<file path="config.mk">
export PLATFORM = sky130hd
export DESIGN_NAME = red_pitaya_mix_block
export DESIGN_NICKNAME = d
export VERILOG_FILES = /design/src/rtl/red_pitaya_mix_block.sv
export SDC_FILE = /design/constraint.sdc
export NUM_CORES = 2
export LEC_CHECK = 0
export ABC_CLOCK_PERIOD_IN_PS = 16800
export BUFFER_PORTS_ARGS = -buffer_cell sky130_fd_sc_hd__clkbuf_2
export CAP_MARGIN = 20
export CORE_MARGIN = 10
export CORE_UTILIZATION = 45
export DETAILED_ROUTE_END_ITERATION = 12
export PLACE_DENSITY = 0.56
export SLEW_MARGIN = 20
export SYNTH_ARGS = -nofsm -noshare
export SYNTH_HDL_FRONTEND = slang
export SYNTH_SLANG_ARGS = --single-unit
export TNS_END_PERCENT = 10
</file>
<file path="constraint.sdc">
create_clock -name clk_i -period 16.8 [get_ports clk_i]
set_input_delay 3.36 -clock clk_i [delete_from_list [all_inputs] [get_ports clk_i]]
set_output_delay 3.36 -clock clk_i [all_outputs]
set_load 0.005 [all_outputs]
</file>
<file path="src/rtl/red_pitaya_mix_block.sv">
// red_pitaya_mix_block
//   N-channel signed linear combiner:
//     dat_o = clamp( (sum_k ACTIVE_GAIN[k] * adc_k) >>> SHIFT + OFFSET )
//   with double-buffered gains (atomic COMMIT), output hold, programmable
//   clamp limits and a sticky saturation event counter.
//
// Ports
//   clk_i, rstn_i : clock, asynchronous active-low reset
//   adc_i         : NCH packed signed 14-bit samples, channel k at [14k+13:14k]
//   dat_o         : registered signed 14-bit result (4-register pipeline)
//   addr/wen/ren/wdata : PS register bus request
//   ack/rdata     : registered bus response, one cycle after the strobe
//
// Register map (byte addresses)
//   0x100 CTRL (bit0 COMMIT pulse, bit1 HOLD, bit2 CLRSAT pulse)
//   0x104 OFFSET, 0x108+4k SHADOW_GAIN[k], 0x180+4k ACTIVE_GAIN[k] (RO)
//   0x1F0 SATCNT (RO), 0x1F4 MAX, 0x1F8 MIN
//   0x200 SHIFT, 0x204 NCH, 0x20C GAINBITS (RO constants)
module red_pitaya_mix_block #(
  parameter int NCH                  = 4,
  parameter int GAINBITS             = 24,
  parameter int SHIFT                = 12,
  parameter int ARBITRARY_SATURATION = 1
) (
  input  logic                clk_i,
  input  logic                rstn_i,
  input  logic [14*NCH-1:0]   adc_i,
  output logic [13:0]         dat_o,
  input  logic [15:0]         addr,
  input  logic                wen,
  input  logic                ren,
  output logic                ack,
  output logic [31:0]         rdata,
  input  logic [31:0]         wdata
);

  localparam int PW = 14 + GAINBITS;          // product width
  localparam int SW = PW + $clog2(NCH);       // sum width, cannot overflow
  localparam int VW = SW + 1;                 // shifted sum + offset, no wrap

  localparam logic signed [13:0] FIX_MAX = 14'sh1FFF;  //  8191
  localparam logic signed [13:0] FIX_MIN = 14'sh2000;  // -8192

  // ---------------------------------------------------------------------------
  // Register file
  // ---------------------------------------------------------------------------
  logic signed [GAINBITS-1:0] shadow_q [NCH];
  logic signed [GAINBITS-1:0] active_q [NCH];
  logic signed [13:0]         offset_q;
  logic signed [13:0]         max_q;
  logic signed [13:0]         min_q;
  logic                       hold_q;
  logic [31:0]                satcnt_q;
  logic                       ack_q;
  logic [31:0]                rdata_q;
  logic [31:0]                rdata_d;

  logic wr_ctrl, wr_off, wr_max, wr_min, commit, clrsat;

  function automatic logic [15:0] sg_addr(input int unsigned k);
    return 16'(32'h108 + 4 * k);
  endfunction

  function automatic logic [15:0] ag_addr(input int unsigned k);
    return 16'(32'h180 + 4 * k);
  endfunction

  always_comb begin
    wr_ctrl = wen && (addr == 16'h0100);
    wr_off  = wen && (addr == 16'h0104);
    wr_max  = wen && (addr == 16'h01F4);
    wr_min  = wen && (addr == 16'h01F8);
    commit  = wr_ctrl && wdata[0];
    clrsat  = wr_ctrl && wdata[2];
  end

  always_ff @(posedge clk_i or negedge rstn_i) begin
    if (!rstn_i) begin
      for (int unsigned k = 0; k < NCH; k++) begin
        shadow_q[k] <= '0;
        active_q[k] <= '0;
      end
      offset_q <= '0;
      max_q    <= FIX_MAX;
      min_q    <= FIX_MIN;
      hold_q   <= 1'b0;
    end else begin
      if (wr_ctrl) hold_q   <= wdata[1];
      if (wr_off)  offset_q <= wdata[13:0];
      if (wr_max)  max_q    <= wdata[13:0];
      if (wr_min)  min_q    <= wdata[13:0];
      for (int unsigned k = 0; k < NCH; k++) begin
        if (wen && (addr == sg_addr(k))) shadow_q[k] <= wdata[GAINBITS-1:0];
        // Commit samples the shadow value held before this edge.
        if (commit) active_q[k] <= shadow_q[k];
      end
    end
  end

  // Read mux: reflects register contents before any same-cycle write.
  always_comb begin
    rdata_d = '0;
    case (addr)
      16'h0100: rdata_d = 32'({hold_q, 1'b0});
      16'h0104: rdata_d = 32'(offset_q);
      16'h01F0: rdata_d = satcnt_q;
      16'h01F4: rdata_d = 32'(max_q);
      16'h01F8: rdata_d = 32'(min_q);
      16'h0200: rdata_d = 32'(SHIFT);
      16'h0204: rdata_d = 32'(NCH);
      16'h020C: rdata_d = 32'(GAINBITS);
      default:  rdata_d = '0;
    endcase
    for (int unsigned k = 0; k < NCH; k++) begin
      if (addr == sg_addr(k)) rdata_d = 32'(shadow_q[k]);
      if (addr == ag_addr(k)) rdata_d = 32'(active_q[k]);
    end
  end

  always_ff @(posedge clk_i or negedge rstn_i) begin
    if (!rstn_i) begin
      ack_q   <= 1'b0;
      rdata_q <= '0;
    end else begin
      ack_q   <= wen | ren;
      rdata_q <= ren ? rdata_d : '0;
    end
  end

  // ---------------------------------------------------------------------------
  // Datapath: S1 sample, S2 products, S3 sum, S4 shift/offset/clamp
  // ---------------------------------------------------------------------------
  logic signed [13:0]   s1_q [NCH];
  logic signed [PW-1:0] s2_q [NCH];
  logic signed [SW-1:0] s3_q;
  logic signed [SW-1:0] s3_d;
  logic signed [SW-1:0] shifted;
  logic signed [VW-1:0] val;
  logic signed [13:0]   lim_hi;
  logic signed [13:0]   lim_lo;
  logic signed [13:0]   res;
  logic                 sat;
  logic [13:0]          dat_q;

  always_comb begin
    s3_d = '0;
    for (int unsigned k = 0; k < NCH; k++) begin
      s3_d = s3_d + SW'(s2_q[k]);
    end
  end

  always_comb begin
    shifted = s3_q >>> SHIFT;
    val     = VW'(shifted) + VW'(offset_q);
    lim_hi  = (ARBITRARY_SATURATION != 0) ? max_q : FIX_MAX;
    lim_lo  = (ARBITRARY_SATURATION != 0) ? min_q : FIX_MIN;
    sat     = 1'b0;
    res     = val[13:0];
    // MAX is tested first so an inverted MIN>MAX window still resolves
    // deterministically.
    if (val > VW'(lim_hi)) begin
      res = lim_hi;
      sat = 1'b1;
    end else if (val < VW'(lim_lo)) begin
      res = lim_lo;
      sat = 1'b1;
    end
  end

  always_ff @(posedge clk_i or negedge rstn_i) begin
    if (!rstn_i) begin
      for (int unsigned k = 0; k < NCH; k++) begin
        s1_q[k] <= '0;
        s2_q[k] <= '0;
      end
      s3_q     <= '0;
      dat_q    <= '0;
      satcnt_q <= '0;
    end else begin
      for (int unsigned k = 0; k < NCH; k++) begin
        s1_q[k] <= adc_i[14*k +: 14];
        s2_q[k] <= PW'(s1_q[k]) * PW'(active_q[k]);
      end
      s3_q <= s3_d;
      if (!hold_q) dat_q <= res;
      if (clrsat) begin
        satcnt_q <= '0;
      end else if (sat && !hold_q && (satcnt_q != '1)) begin
        satcnt_q <= satcnt_q + 32'd1;
      end
    end
  end

  logic unused_wdata;
  assign unused_wdata = &{1'b0, wdata};

  assign dat_o = dat_q;
  assign ack   = ack_q;
  assign rdata = rdata_q;

endmodule

</file>
# Word-level counts from Yosys, hierarchy flattened

Cells that the tools add are included.

Reductions and logical operators: 14
Add/subtract/negate cells: 5
Multiplexer cells: 16
Magnitude comparators: 2
Bitwise operators: 1
Equal/unequal tests: 17
$mul: 4

Operators with widths:

| kind                                            | count |
|---|---|
| 2-to-1 mux 32 bit                               | 11 |
| case mux 32 bit (8 select lines)                | 1 |
| == test 16 x 9 -> 1 bit, second input constant  | 13 |
| multiplier 14 x 24 -> 38 bit                    | 4 |
| == test 16 x 10 -> 1 bit, second input constant | 3 |
| adder 39 x 38 -> 40 bit                         | 1 |
| adder 40 x 38 -> 40 bit                         | 1 |
| adder 38 x 38 -> 39 bit                         | 1 |
| adder 32 x 1 -> 32 bit, second input constant   | 1 |
| inequality test 32 bit, second input constant   | 1 |
| adder 28 x 14 -> 29 bit                         | 1 |
| > comparator 29 x 14 -> 1 bit                   | 1 |
| < comparator 29 x 14 -> 1 bit                   | 1 |
| 2-to-1 mux 14 bit                               | 2 |
| logical AND 1 bit                               | 12 |
| 2-to-1 mux 1 bit                                | 2 |
| nonzero test 2 bit                              | 1 |
| zero test 1 bit                                 | 1 |
| OR 1 bit                                        | 1 |

Flip-flop bits (word level): 562
Output and inout port bits: 47
Word-level logic and storage cells: 84
Input bits: 108

# Logic depth before layout (Yosys ltp)

Word-level depth: 11
Depth in mapped cells: 26
Gate-level depth less buffers: 25

# Worst setup path before layout

Ideal clock, no wire load.

Kind: register to register
From: register active_q[23] (netlist bit)
To: register s2_q[37] (netlist bit)
Stages on the path, launching flop included: 24
Setup slack: 10.317 ns
Clock period less this slack: 6.483 ns
Setup time: 0.080 ns
Arrival time: 6.403 ns
Path buffers: 1
Required time: 16.720 ns
Cells stage by stage: dfrtp_1 clkbuf_1 nand2_1 fa_1 inv_1 fa_1 inv_1 fa_1 inv_1 fa_1 fa_1 inv_1 fa_1 inv_1 ha_1 a2111o_1 or2_2 or3_1 o41ai_1 a21oi_2 a221o_1 a21o_1 a21oi_2 xnor2_1

Word-level cells in the longest chain between the ends: 1

Ends and longest elaborated chain:

| element                           | line | source |
|---|---|---|
| from (decl)                       | 48   | `logic signed [GAINBITS-1:0] active_q [NCH];` |
| from (signal, indexed assignment) | 95   | `if (commit) active_q[k] <= shadow_q[k];` |
| multiplier 14 x 24 -> 38 bit      | 182  | `s2_q[k] <= PW'(s1_q[k]) * PW'(active_q[k]);` |
| to (signal, indexed assignment)   | 182  |  |
| to (decl)                         | 134  | `logic signed [PW-1:0] s2_q [NCH];` |

No other way between the ends.
A chain may end at the register's enable or synchronous reset.

# Worst setup path in the final report

From: register s1_q[23] (netlist bit)
To: register s2_q[73] (netlist bit)

Word-level cells in the longest chain between the ends: 1

Ends and longest elaborated chain:

| element                           | line | source |
|---|---|---|
| from (decl)                       | 133  | `logic signed [13:0] s1_q [NCH];` |
| from (signal, indexed assignment) | 181  | `s1_q[k] <= adc_i[14*k +: 14];` |
| multiplier 14 x 24 -> 38 bit      | 182  |  |

No other way between the ends.

==> flow_summary.ini <==
[outcome]
status = finished clean

[worst_setup_path]
crit_fanout = 24
reg2reg_from = s1_q[23]
reg2regPathDepth = 18
crit_required_ns = 17.31
startpoint_type = flop
worstSetupPathType = flop to flop
regToRegSetupSlack_ns = 8.65
critical_path_arrival_ns = 8.66
end_kind = flop
r2r_end = s2_q[73]

[floorplanning]
dieArea_um2 = 177000
ioPinCount = 155
core-area_um2 = 160000
start_util_pct = 45.2
core.rowCount = 147
dieHeight_um = 421
fp.dieW_um = 421

[min_path]
min_delay_worst_endpoint = dat_o[6]
holdPathStages = 2
hold_path_class = flop to flop
hold_path_startpoint = dat_o[6]

[yosys]
synth_seq_area_share_pct = 19.0
ys_ff_latch = 550
async_flop_share_pct = 100
yosysUniqueCellTypes = 93
yosysTopAreaCellShare_pct = 37.0
synth_top_flop_cell = dfrtp_1
muxShareOfSynthArea_pct = 4.00
synth-simple-area-share_pct = 13.4
synth_compound_area_share_pct = 6.60
syn_area_per_cell_um2 = 9.93
synth-xor-area-share_pct = 2.95
synth_adder_area_share_pct = 45.1
synth.area.top_cells = fa_1, dfrtp_1, ha_1
synth-edff-count = 0
synth_top_family_by_area = adder cells
synth_top_cell_by_area = fa_1
yosys_warnings = 0
postSynthCellCount = 7288
syn_area_um2 = 72400
syn_nets = 9204

[grt]
grt_pass1_vias = 54157
grt_use_met1_pct = 31.5
gr-total-overflow = 0
grt_max_degree = 166
grt_antenna_before_repair = 14
grtUsageMet3_pct = 2.91
gr-usage-met2_pct = 38.9
grt_first_pass_wirelength_mm = 323
top_usage_layer = met2
track_usage_pct = 23.4

[final_layout]
area_growth_pct = 7.28
nets = 9204
drive_gt1_share_pct = 8.50

[clocking]
clk_pin_slew_worst_paths_ns = 0.06
cts_tree = built
ctsHoldBuffers = 0
cts_setup_buffers = 0
clkLatencyLatePin_ns = 0.70
cts_buffers = 71
ctsResizeCount = 0
htree_num_levels = 3
cts_sinks = 550
clockRootBuffer = clkbuf_16
clock_path_buffers = 3

[route]
drt-total-wl_mm = 204
vias = 50376
first_pass_iters = 5
wl_per_cell_um = 21.4
drc = 0
routed_via_density = 5.30
first_iter_violations = 3201
drtAntennaViolNets = 0

[sta]
setup_tns_ns = 0
rsz0062_at_grt = no
fin_crit_sh_pct = 48.5
setup_viol = 0
fmax_mhz = 123
max_slew_margin_pct = 22.2
skew_ns = 0.0319
tightest_slew_ns = 1.17
period_minus_slack_ns = 8.15
slew_viol_final = 0
hold_violations = 0
fin_ws_ns = 8.65

[run]
cap_violations = 0

[power]
powerDensity_nw_per_um2 = 55.2
static-leakage-power_nw = 39.1
vdd_ir_drop_max_mv = 0.0811
fin_total_pwr_mw = 4.29

[placed_design]
hpwlAfterDp_mm = 163
place_ws_ns = 8.76
port-buffer-count = 146
gp_congestion = 0.898
==> synth_stat cells (50+ instances only) <==
cell,instances
mux2_2,235
ha_1,471
nor2_1,277
xor2_1,78
dfrtp_1,536
fa_1,1337
and2_1,578
o21ai_0,137
a21oi_1,217
clkbuf_1,250
nand3_1,50
nand2_1,866
inv_1,1418
a21o_1,103
xnor2_1,166
==> critical path, stage by stage, from the launching register on <==
cell and delay, ns:
dfrtp_1 1.06, nand2_1 0.18, fa_1 0.56, inv_1 0.05, fa_1 0.55, fa_1 0.46, fa_1 0.53, fa_1 0.43
fa_1 0.46, ha_1 0.36, a211oi_1 0.25, nand2_1 0.13, a2111oi_0 0.88, or3_1 0.23, o221ai_1 0.17, o41ai_1 0.66
o21ai_0 0.23, nand2_1 0.12, a21boi_0 0.63
==> registers in the layout (all words and copies together), names as in the netlist, 14 cells and up <==
signal and count:
active_q 96, s1_q 56, satcnt_q 32, s3_q 28
shadow_q 96, dat_o 14, offset_q 14, rdata 32
lim_hi 14, s2_q 152, lim_lo 14
==> cell type report <==
class,instances,area [um2]
multi-input combinational,5042,52200
fill,15077,82600
inverter,1418,5320
clock buffer,97,1990
timing repair buffer,205,1200
sequential,550,13800
tap,2160,2700
clock inverter,32,407
antenna,4,10.0
==> report_power, final <==
| part | leakage (nW) | internal (mW) | switching (mW) |
|---|---|---|---|
| Sequential | 7.07 | 1.43 | 0.159 |
| Combinational | 30.9 | 0.423 | 0.690 |
| Clock | 1.15 | 0.898 | 0.689 |
| Total | 39.1 | 2.75 | 1.54 |
==> metal layers <==
| layer | share of wire, % | vias up |
|---|---|---|
| li1 | - | 22381 |
| met1 | 43 | 26503 |
| met2 | 48 | 1231 |
| met3 | 4.8 | 257 |
| met4 | 3.9 | 4 |
| met5 | 0.013 | - |
==> metrics by stage <==
stage               hold slack [ns]  std cells  area, um2  util [%]
floorplan                     0.468       7288      72400         -
detailed placement            0.477       9375      75200      47.0
finish                        0.484       9508      77600      48.5
CTS                           0.490       9504      77600      48.5
global route                  0.505       9504      77600      48.5
global placement              0.468       9375      75200      47.0
==> worst max path at each step <==
stage / startpoint / end / slack [ns] / depth (start not counted)
floorplan: active_q[23] / s2_q[37] / 10.32 / 23
global placement: s1_q[19] / s2_q[73] / 8.57 / 20
detailed placement: s1_q[20] / s2_q[73] / 8.76 / 20
CTS: s1_q[16] / s2_q[73] / 8.77 / 20
global route: s1_q[27] / s2_q[73] / 8.43 / 20
finish: s1_q[23] / s2_q[73] / 8.65 / 18
==> cells in the final DEF, fill, tap and decap left out, drive strengths merged, types with 78 or more instances in the layout <==
| cell | n |
|---|---|
| inv | 1427 |
| fa | 1337 |
| nand2 | 866 |
| and2 | 579 |
| dfrtp | 536 |
| ha | 471 |
| nor2 | 280 |
| clkbuf | 242 |
| mux2 | 235 |
| a21oi | 221 |
| xnor2 | 166 |
| o21ai | 145 |
| a21o | 103 |
| xor2 | 78 |
==> logic make-up (layout without fill, tap and decap cells) <==
group           Yosys count  in the layout
simple gates           2000           2000
buf+inv                1696           1752
xor+xnor                244            244
other cells               0              4
flops                   550            550
mux                     260            260
fa+ha+maj              1808           1808
compound gates          730            730
Power figures use the tool's default switching activity.
